File: src/rtl/load_store_unit.sv
// load_store_unit: multi-cycle RV32I load/store unit. It takes the ALU result as the
// effective address and performs one word-addressed access over a valid/ready bus.
// Stores get lane steering and strobes; loads get lane extraction and extension.
// The core is stalled while an operation is in flight.
module load_store_unit #(
    parameter int TIMEOUT_CYCLES = 16
) (
    input  logic        clk,
    input  logic        rst,
    input  logic        req_valid,
    input  logic        req_store,
    input  logic [2:0]  req_funct3,
    input  logic [31:0] req_addr,
    input  logic [31:0] req_wdata,
    output logic        busy,
    output logic        done,
    output logic [31:0] load_data,
    output logic        err_misaligned,
    output logic        err_illegal,
    output logic        err_bus,
    output logic        mem_req,
    output logic        mem_we,
    output logic [31:0] mem_addr,
    output logic [3:0]  mem_wstrb,
    output logic [31:0] mem_wdata,
    input  logic        mem_ready,
    input  logic [31:0] mem_rdata
);

    localparam int TW = $clog2(TIMEOUT_CYCLES + 1);

    typedef enum logic [1:0] {
        IDLE,
        ACCESS,
        DONE
    } state_t;

    state_t state, state_next;

    logic [31:0] addr_q;
    logic [31:0] wdata_q;
    logic [31:0] load_q;
    logic [2:0]  funct3_q;
    logic        store_q;
    logic [3:0]  wstrb_q;
    logic [TW-1:0] timer_q;
    logic        err_mis_q;
    logic        err_ill_q;
    logic        err_bus_q;

    logic        req_illegal;
    logic        req_misaligned;
    logic [31:0] steer_wdata;
    logic [3:0]  steer_wstrb;
    logic [7:0]  byte_lane;
    logic [15:0] half_lane;
    logic [31:0] ext_data;
    logic        timeout_hit;

    // Decode the incoming request: legality, alignment, and store lane steering.
    always_comb begin
        req_illegal    = 1'b0;
        req_misaligned = 1'b0;
        steer_wdata    = req_wdata;
        steer_wstrb    = 4'b1111;
        if (req_store)
            req_illegal = req_funct3[2] | (req_funct3[1:0] == 2'b11);
        else
            req_illegal = (req_funct3 == 3'b011) | (req_funct3[2:1] == 2'b11);
        case (req_funct3[1:0])
            2'b00: begin
                steer_wdata = {4{req_wdata[7:0]}};
                steer_wstrb = 4'b0001 << req_addr[1:0];
            end
            2'b01: begin
                steer_wdata    = {2{req_wdata[15:0]}};
                steer_wstrb    = 4'b0011 << {req_addr[1], 1'b0};
                req_misaligned = req_addr[0];
            end
            default: begin
                req_misaligned = |req_addr[1:0];
            end
        endcase
        if (!req_store)
            steer_wstrb = 4'b0000;
    end

    // Pick the addressed lane out of the returned word and extend it.
    always_comb begin
        byte_lane = mem_rdata[7:0];
        case (addr_q[1:0])
            2'b01:   byte_lane = mem_rdata[15:8];
            2'b10:   byte_lane = mem_rdata[23:16];
            2'b11:   byte_lane = mem_rdata[31:24];
            default: byte_lane = mem_rdata[7:0];
        endcase
        half_lane = addr_q[1] ? mem_rdata[31:16] : mem_rdata[15:0];
        case (funct3_q)
            3'b000:  ext_data = {{24{byte_lane[7]}}, byte_lane};
            3'b001:  ext_data = {{16{half_lane[15]}}, half_lane};
            3'b100:  ext_data = {24'd0, byte_lane};
            3'b101:  ext_data = {16'd0, half_lane};
            default: ext_data = mem_rdata;
        endcase
    end

    assign timeout_hit = (timer_q == TW'(TIMEOUT_CYCLES - 1));

    // State register; reset drops straight to IDLE so mem_req falls asynchronously.
    always_ff @(posedge clk or posedge rst) begin
        if (rst)
            state <= IDLE;
        else
            state <= state_next;
    end

    // Next-state logic: rejected requests skip the bus and go straight to DONE.
    always_comb begin
        state_next = state;
        case (state)
            IDLE: begin
                if (req_valid)
                    state_next = (req_illegal || req_misaligned) ? DONE : ACCESS;
            end
            ACCESS: begin
                if (mem_ready || timeout_hit)
                    state_next = DONE;
            end
            DONE: begin
                state_next = IDLE;
            end
            default: begin
                state_next = IDLE;
            end
        endcase
    end

    // Request latching, wait counting, and result/error capture on the way into DONE.
    always_ff @(posedge clk or posedge rst) begin
        if (rst) begin
            addr_q    <= '0;
            wdata_q   <= '0;
            load_q    <= '0;
            funct3_q  <= '0;
            store_q   <= 1'b0;
            wstrb_q   <= '0;
            timer_q   <= '0;
            err_mis_q <= 1'b0;
            err_ill_q <= 1'b0;
            err_bus_q <= 1'b0;
        end else begin
            case (state)
                IDLE: begin
                    if (req_valid) begin
                        err_ill_q <= req_illegal;
                        err_mis_q <= !req_illegal && req_misaligned;
                        err_bus_q <= 1'b0;
                        timer_q   <= '0;
                        if (req_illegal || req_misaligned) begin
                            load_q <= '0;
                        end else begin
                            addr_q   <= req_addr;
                            funct3_q <= req_funct3;
                            store_q  <= req_store;
                            wdata_q  <= steer_wdata;
                            wstrb_q  <= steer_wstrb;
                        end
                    end
                end
                ACCESS: begin
                    if (mem_ready) begin
                        load_q <= store_q ? 32'd0 : ext_data;
                    end else if (timeout_hit) begin
                        err_bus_q <= 1'b1;
                        load_q    <= '0;
                    end else begin
                        timer_q <= timer_q + TW'(1);
                    end
                end
                default: begin
                end
            endcase
        end
    end

    assign busy           = (state != IDLE);
    assign done           = (state == DONE);
    assign mem_req        = (state == ACCESS);
    assign mem_we         = mem_req & store_q;
    assign mem_addr       = {addr_q[31:2], 2'b00};
    assign mem_wstrb      = mem_req ? wstrb_q : 4'b0000;
    assign mem_wdata      = wdata_q;
    assign load_data      = load_q;
    assign err_misaligned = err_mis_q;
    assign err_illegal    = err_ill_q;
    assign err_bus        = err_bus_q;

endmodule

File: config.mk
export PLATFORM = sky130hd
export DESIGN_NAME = load_store_unit
export DESIGN_NICKNAME = d
export VERILOG_FILES = /design/src/rtl/load_store_unit.sv
export SDC_FILE = /design/constraint.sdc
export NUM_CORES = 1
export LEC_CHECK = 0
export ABC_AREA = 1
export BUFFER_PORTS_ARGS = -buffer_cell sky130_fd_sc_hd__buf_4
export CAP_MARGIN = 25
export CORE_ASPECT_RATIO = 2
export CORE_UTILIZATION = 50
export CTS_CLUSTER_SIZE = 40
export DETAILED_ROUTE_END_ITERATION = 10
export GPL_ROUTABILITY_DRIVEN = 0
export PLACE_DENSITY = 0.77
export SLEW_MARGIN = 20
export SYNTH_ARGS = -nofsm -noshare
export SYNTH_HDL_FRONTEND = slang
export SYNTH_SLANG_ARGS = --single-unit
File: constraint.sdc
create_clock -name clk -period 4.2 [get_ports clk]
set_clock_uncertainty 0.05 [all_clocks]
set_input_delay 0.21 -clock clk [delete_from_list [all_inputs] [get_ports clk]]
set_output_delay 0.21 -clock clk [all_outputs]
set_load 0.005 [all_outputs]
==> out/qor.yml <==
global_routing:
  grt_pass1_wl_mm: 25.7
  grt_antenna_before_repair: 0
  grt_pass1_vias: 5454
  overflow: 0
  grt_max_degree: 76
  track_usage: 0.278
critical_path:
  worstSetupEndpointType: "flop"
  crit_family: "simple AND/OR/NAND/NOR gates"
  cp_slowest_cell: "inv_2"
  startpoint: "state[0]"
  slowest_delay_ns: 0.68
  crit_top_cell: "nand2_1"
  worstPathMaxFanout: 42
  crit_required_ns: 4.49
  cp-start-kind: "flop"
  crit_type: "reg2reg"
  worstPathArrival_ns: 2.58
  timing.rr.start: "state[0]"
  crit_chain: "nor2_2, nand2_1, a21oi_4, nand3_4, inv_2, nand2_1, nand2_1"
  crit_buf_inv: 1
yosys:
  async_flop_share: 1.00
  yosysTopAreaCellShare: 0.497
  yosys.area.top_type: "dfrtp_1"
  ys_seq_elements: 114
  yosys_warnings: 0
  synth_edf_count: 0
  yosysSeqAreaShare: 0.497
  netlist_instances: 751
  synth.avg_cell_area_um2: 7.65
  ys.flop_type: "dfrtp_1"
  synth_area_um2: 5740
  ys_types: 29
  yosys-top-cells-area: "dfrtp_1, nand2_1, buf_4, o21ai_0, a21oi_1"
timing:
  setup_slack_ns: 1.90
  setup_viol: 0
  timing.fmax_mhz: 435
  rsz0062_at_grt: "false"
  hold_viol_final: 0
  worst_pin_slew_ns: 0.897
  slew_viol_final: 0
  period_minus_slack_ns: 2.30
  setup_tns_ns: 0
  period_share: 0.547
  max_slew_margin: 0.402
finish:
  fin_util: 0.716
  antenna_cells: 0
  drive_above_1_share: 0.273
  layout.nets: 1051
  area_growth_pct: 39.8
  final_area_um2: 8030
clock_network:
  clock-sinks: 114
  clk_pin_slew_ns: 0.05
  cts_max_path_buffers: 2
  cts_resized: 0
  cts_tree: "yes"
  cts.htree.levels: 4
  root_buffer: "clkbuf_16"
  clk_latency_ns: 0.40
  cts_made_buffers: 17
floorplanning:
  die_w_um: 77.8
  core-area_um2: 11200
  start_util: 0.512
  pin_count: 211
  die_y_um: 154
  dieArea_um2: 11900
  fp-row-count: 55
power:
  p_leak_uw: 0.00444
  power.density_nw_per_um2: 613
  ir_drop_mv: 0.393
  fin_total_pwr_uw: 4920
detailed_routing:
  wirelength_mm: 16.1
  drc_errors: 0
  ant_nets: 0
  firstDrtPassIters: 5
  drt-initial-drc-count: 271
  vias: 5535
  wl_per_cell_um: 14.7
  viasPerCell: 5.04
flow_run:
  maxCapViolCount: 0
run_status:
  status: "finished clean"
placement:
  portBuffers: 208
  detailed_place_hpwl_mm: 11.0
  place_area_um2: 7030
  dpl_worst_slack_ns: 1.91
min_path:
  holdCritStartpoint: "req_store"
  hold_class: "in2reg"
[timing repair]
| action | 4_1_cts | 5_1_grt |
|---|---|---|
| setup endpoints to repair | 0 | 0 |
| buffers inserted | 0 | 0 |
| hold buffers | 30 | 1 |
| endpoints found under the hold margin | 30 | 34 |
[cells by family after synthesis]
group                      count (synthesis)  synth area share
AOI/OAI and AO/OA                        127             0.115
adders and majority gates                  2           0.00436
buffers and inverters                    120             0.116
DFF                                      114             0.497
other                                      1          0.000653
and+or+nand+nor                          387             0.268
[power by group]
group          switching [µW]  total, µW  internal [µW]  leakage [µW]
logic                     817       1590            773       0.00264
registers                 276       1750           1470       0.00148
clock network             495       1590           1090      0.000315
total                    1590       4920           3340       0.00444
[registers in the layout (all words and copies together), names as in the netlist]
register and cells:
err_misaligned 1, wstrb_q 4, store_q 1, err_bus 1, err_illegal 1, funct3_q 3, mem_wdata 32, state 2
timer_q 5, addr_q 32, load_data 32
[worst register-to-register path, cell delays in order, from the launching register on]
cell and delay [ns]:
dfrtp_1 0.41, nor2_2 0.17, nand2_1 0.12, a21oi_4 0.18, nand3_4 0.37, inv_2 0.69
nand2_1 0.16, nand2_1 0.09
[synth_stat cells, types with 5 or more instances]
master and instances:
buf_6 9, clkbuf_1 9, inv_2 5, buf_4 33
dfrtp_1 114, nand2_1 304, nor2_1 53, o21ai_1 28
buf_2 17, nand3_1 18, inv_1 44, o21ai_0 49
a21oi_1 45
[path summary, 6_finish.rpt]
kind / end / slack, ns / depth (start not counted)
max reg2reg: addr_q[26] / 1.90 / 7
max: addr_q[26] / 1.90 / 7
max in group asynchronous: mem_wdata[1] / 2.59 / 5
min in group asynchronous: addr_q[5] / 0.35 / 3
min: store_q / 0.02 / 3
min reg2reg: load_data[30] / 0.42 / 2
[placed cells by master, fill, tap and decap left out, types with 2 or more instances in the layout]
master and n:
nand2_1 304, buf_4 211, dfrtp_1 114, nor2_1 53
o21ai_0 49, a21oi_1 45, inv_1 43, dlygate4sd3_1 31
o21ai_1 28, nand3_1 18, clkbuf_16 17, inv_2 5
bufinv_16 5, nand2_2 4, clkbuf_8 3, clkinv_2 3
o21ai_2 2, nor3_1 2, ha_1 2, conb_1 2
clkinvlp_4 2
[final cells by class]
type	count	area, µm²
Inverter	50	190
Sequential cell	114	2850
Timing Repair Buffer	244	1930
Clock buffer	21	470
Tap cell	142	178
Clock inverter	10	180
Multi-Input combinational cell	518	2230
Fill cell	921	3190
[through the flow]
step | hold slack, ns | instances
after floorplan | 0.270 | 752
final | 0.0154 | 1099
after detailed placement | 0.357 | 1035
after global placement | 0.353 | 1035
after CTS | 0.00438 | 1096
after global routing | 0.0315 | 1099
[metal layers]
metal  wire [µm]  up-vias  global-route usage
met5           0        -                   0
li1            -     2707                   -
met3         892       48              0.0629
met2        8750      218               0.506
met4         715        0               0.154
met1        5760     2562               0.288
(Power assumes the default switching activity.)
